File: src/rtl/debounce_chan.sv
// rtl/debounce_chan.sv - one button channel: synchroniser, stable-time debounce, edge and long-press pulses
module debounce_chan #(
  parameter int CNT_W       = 16,
  parameter int SYNC_STAGES = 2,
  parameter int ACTIVE_LOW  = 1,
  parameter int HOLD_W      = 8,
  parameter int HOLD_TICKS  = 200
) (
  input  logic clk,
  input  logic rst_n,
  input  logic raw_in,
  input  logic tick,
  output logic clean,
  output logic press_pulse,
  output logic release_pulse,
  output logic long_pulse
);

  if (SYNC_STAGES < 2 || SYNC_STAGES > 4) begin : g_bad_sync
    $error("debounce_chan: SYNC_STAGES must be 2..4");
  end
  if (CNT_W < 1) begin : g_bad_cnt
    $error("debounce_chan: CNT_W must be at least 1");
  end
  if (HOLD_W < 1 || HOLD_W > 30) begin : g_bad_hold_w
    $error("debounce_chan: HOLD_W must be 1..30");
  end
  if (HOLD_TICKS < 1 || HOLD_TICKS > (1 << HOLD_W) - 1) begin : g_bad_hold_ticks
    $error("debounce_chan: HOLD_TICKS must be 1..2^HOLD_W-1");
  end

  localparam logic              IDLE_LVL = (ACTIVE_LOW != 0);
  localparam logic [CNT_W-1:0]  CNT_MAX  = '1;
  localparam logic [HOLD_W-1:0] HOLD_MAX = HOLD_W'(HOLD_TICKS);

  logic [SYNC_STAGES-1:0] sync_q, sync_d;
  logic [CNT_W-1:0]       cnt_q, cnt_d;
  logic [HOLD_W-1:0]      hold_q, hold_d;
  logic                   clean_q, clean_d;
  logic                   press_q, press_d;
  logic                   release_q, release_d;
  logic                   long_q, long_d;
  logic                   pressed_s;

  assign pressed_s = sync_q[SYNC_STAGES-1] ^ IDLE_LVL;

  always_comb begin
    sync_d    = {sync_q[SYNC_STAGES-2:0], raw_in};
    cnt_d     = cnt_q;
    clean_d   = clean_q;
    press_d   = 1'b0;
    release_d = 1'b0;
    if (pressed_s == clean_q) begin
      cnt_d = '0;
    end else if (cnt_q != CNT_MAX) begin
      cnt_d = cnt_q + 1'b1;
    end else begin
      cnt_d     = '0;
      clean_d   = ~clean_q;
      press_d   = ~clean_q;
      release_d = clean_q;
    end
  end

  // Hold tracks the next clean level so a release edge that coincides with a tick cannot fire long_pulse.
  always_comb begin
    hold_d = hold_q;
    long_d = 1'b0;
    if (!clean_d) begin
      hold_d = '0;
    end else if (tick && (hold_q != HOLD_MAX)) begin
      hold_d = hold_q + 1'b1;
      long_d = (hold_d == HOLD_MAX);
    end
  end

  always_ff @(posedge clk or negedge rst_n) begin
    if (!rst_n) begin
      sync_q    <= {SYNC_STAGES{IDLE_LVL}};
      cnt_q     <= '0;
      hold_q    <= '0;
      clean_q   <= 1'b0;
      press_q   <= 1'b0;
      release_q <= 1'b0;
      long_q    <= 1'b0;
    end else begin
      sync_q    <= sync_d;
      cnt_q     <= cnt_d;
      hold_q    <= hold_d;
      clean_q   <= clean_d;
      press_q   <= press_d;
      release_q <= release_d;
      long_q    <= long_d;
    end
  end

  assign clean         = clean_q;
  assign press_pulse   = press_q;
  assign release_pulse = release_q;
  assign long_pulse    = long_q;

endmodule

File: src/rtl/debounce_bank.sv
// rtl/debounce_bank.sv - multi-channel push-button conditioner with a shared long-press tick generator
module debounce_bank #(
  parameter int CHANNELS    = 4,
  parameter int CNT_W       = 16,
  parameter int SYNC_STAGES = 2,
  parameter int ACTIVE_LOW  = 1,
  parameter int HOLD_W      = 8,
  parameter int HOLD_TICKS  = 200
) (
  input  logic                clk,
  input  logic                rst_n,
  input  logic [CHANNELS-1:0] raw_in,
  output logic [CHANNELS-1:0] clean,
  output logic [CHANNELS-1:0] press_pulse,
  output logic [CHANNELS-1:0] release_pulse,
  output logic [CHANNELS-1:0] long_pulse
);

  if (CHANNELS < 1 || CHANNELS > 32) begin : g_bad_channels
    $error("debounce_bank: CHANNELS must be 1..32");
  end

  logic [CNT_W-1:0] tick_cnt_q, tick_cnt_d;
  logic             tick;

  // One tick per debounce period, shared by every channel's hold counter.
  always_comb begin
    tick_cnt_d = tick_cnt_q + 1'b1;
  end

  assign tick = &tick_cnt_q;

  always_ff @(posedge clk or negedge rst_n) begin
    if (!rst_n) begin
      tick_cnt_q <= '0;
    end else begin
      tick_cnt_q <= tick_cnt_d;
    end
  end

  for (genvar i = 0; i < CHANNELS; i++) begin : g_chan
    debounce_chan #(
      .CNT_W       (CNT_W),
      .SYNC_STAGES (SYNC_STAGES),
      .ACTIVE_LOW  (ACTIVE_LOW),
      .HOLD_W      (HOLD_W),
      .HOLD_TICKS  (HOLD_TICKS)
    ) u_chan (
      .clk           (clk),
      .rst_n         (rst_n),
      .raw_in        (raw_in[i]),
      .tick          (tick),
      .clean         (clean[i]),
      .press_pulse   (press_pulse[i]),
      .release_pulse (release_pulse[i]),
      .long_pulse    (long_pulse[i])
    );
  end

endmodule

File: config.mk
export PLATFORM = sky130hd
export DESIGN_NAME = debounce_bank
export DESIGN_NICKNAME = d
export VERILOG_FILES = /design/src/rtl/debounce_chan.sv /design/src/rtl/debounce_bank.sv
export SDC_FILE = /design/constraint.sdc
export NUM_CORES = 1
export LEC_CHECK = 0
export CORE_MARGIN = 5
export CORE_UTILIZATION = 35
export DETAILED_ROUTE_END_ITERATION = 10
export GPL_TIMING_DRIVEN = 0
export HOLD_SLACK_MARGIN = 0.02
export SETUP_SLACK_MARGIN = 0.3
export SKIP_CTS_REPAIR_TIMING = 1
export SYNTH_ARGS = -nofsm -noshare
export SYNTH_HDL_FRONTEND = slang
export SYNTH_HIERARCHICAL = 1
export SYNTH_SLANG_ARGS = --single-unit
File: constraint.sdc
create_clock -name clk -period 2.4 [get_ports clk]
set_clock_uncertainty 0.1 [all_clocks]
set_input_delay 0.24 -clock clk [delete_from_list [all_inputs] [get_ports clk]]
set_output_delay 0.24 -clock clk [all_outputs]
set_load 0.005 [all_outputs]
==> results of run 1 <==
[kinds of logic after synthesis]
logic type | count (synthesis) | synth area share
XOR/XNOR | 96 | 0.125
adder cells (fa/ha/maj) | 17 | 0.0315
AND/OR/NAND/NOR | 299 | 0.247
flip-flops | 136 | 0.506
multiplexers | 5 | 0.00927
buffers and inverters | 36 | 0.0286
AO/OA/AOI/OAI | 54 | 0.0532
[cell type report]
type,instances,share of cell area
Multi-Input combinational cell,474,0.403
Timing Repair Buffer,36,0.0437
Sequential cell,136,0.417
Clock inverter,11,0.0182
Tap cell,260,0.0397
Clock buffer,21,0.0550
Buffer,18,0.0153
Inverter,18,0.00825
[state kept, by name (all words and copies together) (netlist names)]
signal / cells
g_chan.u_chan/clean: 4
g_chan.u_chan/cnt_q: 64
g_chan.u_chan/hold_q: 32
g_chan.u_chan/long_pulse: 4
g_chan.u_chan/press_pulse: 4
g_chan.u_chan/release_pulse: 4
g_chan.u_chan/sync_q: 8
tick_cnt_q: 16
[through the flow]
step,setup TNS (ns),util
finish,0,0.435
floorplan,0,-
global placement,-569.48,0.388
CTS,-0.0892,0.422
detailed placement,-0.0740,0.390
global route,0,0.435
[worst min path at each step]
stage | end | from | slack [ns] | cells after the start
floorplan | g_chan[0].u_chan/clean$_DFF_PN0_ | rst_n | -0.16 | 0
CTS | g_chan[2].u_chan/cnt_q[13]$_DFF_PN0_ | rst_n | -0.36 | 1
global placement | g_chan[3].u_chan/sync_q[1]$_DFF_PN1_ | g_chan[3].u_chan/sync_q[0]$_DFF_PN1_ | 0.25 | 0
global route | g_chan[3].u_chan/sync_q[0]$_DFF_PN1_ | raw_in[3] | 0.10 | 1
finish | g_chan[3].u_chan/sync_q[0]$_DFF_PN1_ | raw_in[3] | 0.12 | 1
detailed placement | g_chan[2].u_chan/cnt_q[13]$_DFF_PN0_ | rst_n | 0.09 | 1
[cell usage after synthesis, types with 8 or more instances]
library cell	count
a21oi_1	29
dfrtp_1	128
dfstp_2	8
ha_1	17
inv_1	18
nand2_1	50
nand3_1	33
nand4_1	35
nor2_1	86
nor3_1	20
nor4_1	16
xnor2_1	41
xor2_1	55
[worst register-to-register path, stage by stage, from the launching register on]
cell	delay, ns
dfrtp_2	0.40
ha_4	0.18
nand4_4	0.12
nor2_4	0.12
and3_4	0.31
o31ai_4	0.12
or4b_1	0.51
a211oi_2	0.17
[placed cells by master, fill, tap and decap left out, types with 5 or more instances in the layout]
cell	synthesis	layout
dfrtp_1	128	127
nor2_1	86	84
xor2_1	55	55
nand2_1	50	50
xnor2_1	41	41
nand4_1	35	35
nand3_1	33	31
a21oi_1	29	29
clkdlybuf4s50_1	0	20
nor3_1	20	19
inv_1	18	18
clkbuf_16	0	17
buf_4	7	17
nor4_1	16	16
ha_1	17	15
dfstp_2	8	8
buf_2	7	7
buf_6	3	7
and4_4	6	6
and4_1	6	6
or4b_1	6	5
[where the power goes]
| group | leakage (nW) | internal [mW] | switching [mW] |
|---|---|---|---|
| logic | 1.19 | 0.0363 | 0.0843 |
| registers | 1.85 | 2.32 | 0.0229 |
| clock network | 0.283 | 1.66 | 0.983 |
[layer usage]
metal	wire, µm	vias up	track usage	part of all wire
met3	501	22	0.0349	0.037
li1	-	2383	-	-
met1	6240	2363	0.155	0.47
met2	6400	78	0.203	0.48
met5	0	-	0	0
met4	223	0	0.0435	0.017
==> results by group, run 1 <==
Worst setup path
  • Critical path's largest stage delay: 0.50 ns
  • Worst Reg-to-Reg Cells: 7
  • Crit-path max FO: 5
  • Cell Chain, Critical Path: ha_4 > nand4_4 > nor2_4 > and3_4 > o31ai_4 > or4b_1 > a211oi_2
  • Critical path depth: 7
  • CP Data Required Time: 2.63 ns
  • Critical path class: flip-flop to flip-flop
  • Delay-heaviest family, CP: simple AND/OR/NAND/NOR gates
  • Worst setup EP type: flip-flop
  • Buf/Inv on CP: 0
  • CP startpoint: tick_cnt_q[0]$_DFF_PN0_
  • Worst EP arrival: 2.32 ns
  • Worst setup endpoint: g_chan[3].u_chan/long_pulse$_DFF_PN0_
  • Critical-path top delay cell: or4b_1
  • Startpoint class of the critical path: flip-flop
  • FF-to-FF Start: tick_cnt_q[0]$_DFF_PN0_
  • Reg-to-Reg End: g_chan[3].u_chan/long_pulse$_DFF_PN0_
  • Flop2flop setup slack: 0.31 ns

Final layout
  • Final nets: 724
  • Final cell count without fillers: 974
  • Diodes inserted: 0
  • Fill count: 1760
  • Area delta synth->final: 21.4%
  • Multi-input logic area: 0.00330 mm²
  • Layout cells sized above 1: 0.158
  • FF/Latch Area: 0.00341 mm²
  • Post-route cell area: 0.00819 mm²

Pwr
  • Power per Cell Area: 624 mW/mm²
  • P_leak: 3.32 nW
  • Power after layout: 5.11 mW
  • Worst VDD drop: 0.000447 V

Clocking
  • CTS tree: built
  • CTS H-tree depth: 4
  • CTS Sinks: 136
  • CTS Buf Count: 17
  • Clock root buffer: clkbuf_16
  • Worst skew pair latency: 0.42 ns
  • Clock buffer depth: 2
  • Clk slew on worst S/H paths: 0.06 ns

Run status
  • Status: complete, no violations

Die
  • Row count: 50
  • Die X: 149 µm
  • Core Area: 0.0188 mm²
  • Chip Height: 149 µm
  • I/O pin total: 22
  • Initial Utilization: 0.358
  • DIE AREA: 0.0221 mm²

GRT
  • Antenna violations before repair: 0
  • Largest net degree at the start of global routing: 94
  • GRT Residual Overflow: 0
  • Tot GR Track Use: 0.123
  • Wire length of the first global-routing pass: 22.4 mm
  • Via count of the first global-routing pass: 4744

Synthesis
  • Avg Cell Area, Syn: 10.5 µm²
  • Yosys warns: 6
  • Synth Net Count: 666
  • Synth top area share: 0.475
  • Number of synthesized flops with an enable pin: 0
  • Cell accounting for the most synthesized area: dfrtp_1
  • Area contributors post-synth: dfrtp_1 47%, xor2_1 7.1%, xnor2_1 5.3%, nor2_1 4.8%, nand4_1 3.2%
  • Post-synthesis instance total: 643
  • Post-synth top flop: dfrtp_1
  • Async S/R FF share, synth: 1.00
  • Sequential element share of the synthesized area: 0.506
  • FF+latch count, synth: 136
  • Synth cell types: 50
  • Synth Cell Area: 0.00675 mm²

Flow run
  • Number of max-cap violations: 0

Route
  • WL/cell: 13.7 µm
  • Routed Antenna Nets: 0
  • Initial DRC count: 233
  • Via count: 4846
  • Post-DR vias/cell: 4.98
  • WL final: 13.4 mm
  • Drt drc: 0
  • DR pass1 iterations: 4

Timing
  • Max Slew Vio Count: 0
  • Fin Hold WS: 0.121 ns
  • Post-route setup slack: 0.313 ns
  • RSZ-0062 raised after global routing: yes
  • Fin crit share: 0.869
  • Final min period: 2.09 ns
  • Endpoints failing hold: 0
  • Max-slew headroom: 0.657
  • Worst-margin pin slew: 0.515 ns
  • Fmax: 0.479 GHz
  • Setup-failing EPs final: 0

Place
  • Pre-CTS setup slack: -0.0740 ns
  • Placed inst area: 0.00734 mm²
  • Placed cells: 925
  • Final HPWL DP: 8.55 mm
  • Placer Congestion: 0.825
  • Number of buffers added on ports: 21

Min path
  • HP Class: input pin to flip-flop
(Power assumes the default switching activity.)
==> inputs of run 2 (changes only) <==
- CAP_MARGIN: unset -> 20
- CELL_PAD_IN_SITES_DETAIL_PLACEMENT: unset -> 0
- CELL_PAD_IN_SITES_GLOBAL_PLACEMENT: unset -> 1
- PLACE_DENSITY_LB_ADDON: unset -> 0.1
==> results by group, run 2 (synthesized netlist as in run 1, its figures left out) <==
Place
  • Placed inst area: 0.00734 mm²
  • Placer Congestion: 0.757
  • Pre-CTS setup slack: 0.00524 ns
  • Final HPWL DP: 8.46 mm
  • Number of buffers added on ports: 21
  • Placed cells: 925

Route
  • Post-DR vias/cell: 4.92
  • M1 wire length: 6.61 mm
  • Drt drc: 0
  • Routed Antenna Nets: 0
  • Top Layer Used: met4
  • Routed wl met3: 351 µm
  • WL met2: 6.46 mm
  • DR pass1 iterations: 4
  • Initial DRC count: 184
  • WL/cell: 14.0 µm
  • Via count: 4785
  • WL final: 13.6 mm

GRT
  • Largest net degree at the start of global routing: 91
  • Tot GR Track Use: 0.126
  • Wire length of the first global-routing pass: 23.0 mm
  • Via count of the first global-routing pass: 4776
  • GRT Residual Overflow: 0
  • Antenna violations before repair: 0

Die
  • Core Area: 0.0188 mm²
  • Row count: 50
  • Chip Height: 149 µm
  • Die X: 149 µm
  • I/O pin total: 22
  • Initial Utilization: 0.358
  • DIE AREA: 0.0221 mm²

Final layout
  • Diodes inserted: 0
  • Final cell count without fillers: 972
  • Biggest regs: g_chan.u_chan/cnt_q (64), g_chan.u_chan/hold_q (32), tick_cnt_q (16)
  • Post-route cell area: 0.00816 mm²
  • Most frequent cells in the layout: 126 x dfrtp_1, 84 x nor2_1, 55 x xor2_1, 50 x nand2_1, 41 x xnor2_1
  • Biggest register: g_chan.u_chan/cnt_q
  • Layout cells sized above 1: 0.156
  • Number of flip-flops in the largest register: 64
  • Most common cell after layout, fill and taps aside: dfrtp_1
  • Final nets: 722
  • Area delta synth->final: 21.0%

Timing
  • Endpoints failing hold: 0
  • RSZ-0062 raised after global routing: yes
  • Worst-margin pin slew: 0.513 ns
  • Setup-failing EPs final: 0
  • Fin crit share: 0.887
  • Max-slew headroom: 0.658
  • Max Slew Vio Count: 0
  • Setup TNS: 0 ns
  • Fmax: 0.470 GHz
  • Final min period: 2.13 ns
  • Post-route setup slack: 0.271 ns

Clocking
  • Clock buffer depth: 2
  • Clk slew on worst S/H paths: 0.06 ns
  • Clock root buffer: clkbuf_16
  • Worst skew pair latency: 0.41 ns
  • CTS H-tree depth: 4
  • CTS tree: built
  • CTS Buf Count: 17
  • CTS Sinks: 136

Worst setup path
  • CP startpoint: tick_cnt_q[0]$_DFF_PN0_
  • Worst setup EP type: flip-flop
  • Worst setup endpoint: g_chan[3].u_chan/long_pulse$_DFF_PN0_
  • Critical path class: flip-flop to flip-flop
  • Startpoint class of the critical path: flip-flop
  • Worst EP arrival: 2.35 ns
  • Worst Reg-to-Reg Cells: 7
  • FF-to-FF Start: tick_cnt_q[0]$_DFF_PN0_
  • CP Data Required Time: 2.62 ns
  • Crit-path max FO: 6
  • Reg-to-Reg End: g_chan[3].u_chan/long_pulse$_DFF_PN0_
  • Flop2flop setup slack: 0.27 ns

Pwr
  • Worst VDD drop: 0.000455 V
  • P_leak: 3.31 nW
  • Power per Cell Area: 637 mW/mm²

Run status
  • Status: complete, no violations

Flow run
  • Number of max-cap violations: 0

Min path
  • HP Class: input pin to flip-flop
-- run 2: changes by cell type in the layout (fill, tap and decap cells not counted), moves of 2 or more --
cell / change
buf_4: +2
buf_6: -3
clkbuf_8: +5
clkinv_4: -3
clkinvlp_4: -2
-- run 2: worst min path at each step --
stage | start | to | cells past startpoint
final | raw_in[2] | g_chan[2].u_chan/sync_q[0]$_DFF_PN1_ | 1
after global routing | raw_in[3] | g_chan[3].u_chan/sync_q[0]$_DFF_PN1_ | 1
after CTS | rst_n | g_chan[2].u_chan/cnt_q[13]$_DFF_PN0_ | 1
after detailed placement | rst_n | g_chan[2].u_chan/cnt_q[13]$_DFF_PN0_ | 1
after global placement | g_chan[3].u_chan/sync_q[0]$_DFF_PN1_ | g_chan[3].u_chan/sync_q[1]$_DFF_PN1_ | 0
after floorplan | rst_n | g_chan[0].u_chan/clean$_DFF_PN0_ | 0
-- run 2: layer usage --
| layer | vias to the layer above | track usage |
|---|---|---|
| li1 | 2387 | - |
| met1 | 2346 | 0.162 |
| met2 | 41 | 0.208 |
| met3 | 11 | 0.0380 |
| met4 | 0 | 0.0352 |
| met5 | - | 0 |
-- run 2: final cells by class --
type / instances / area, µm²
plain buffers: 18 / 125
clock buffers: 25 / 515
multi-input cells: 473 / 3260
repair buffers: 35 / 339
flip-flops and latches: 136 / 3420
clock inverters: 7 / 113
inverters: 18 / 67.6
well taps: 260 / 325
fillers: 1807 / 10700
-- run 2: through the flow --
step	util	hold slack, ns	power [mW]
CTS	0.423	-0.335	5.30
finish	0.433	0.133	5.20
global placement	0.388	0.246	2.51
detailed placement	0.390	0.113	2.51
global route	0.433	0.104	5.41
floorplan	-	-0.156	2.43
-- run 2: report_power, final --
part | internal, mW | switching, mW | total [mW] | leakage (nW)
logic | 0.0360 | 0.0857 | 0.122 | 1.16
registers | 2.32 | 0.0220 | 2.35 | 1.85
clock network | 1.80 | 0.936 | 2.73 | 0.309
total | 4.16 | 1.04 | 5.20 | 3.31
-- run 2: critical path: stages, from the launching register on --
cell	delay [ns]
dfrtp_2	0.41
ha_4	0.16
nand4_4	0.09
nor2_4	0.13
and3_4	0.32
o31ai_4	0.11
or4b_1	0.49
a211oi_2	0.23
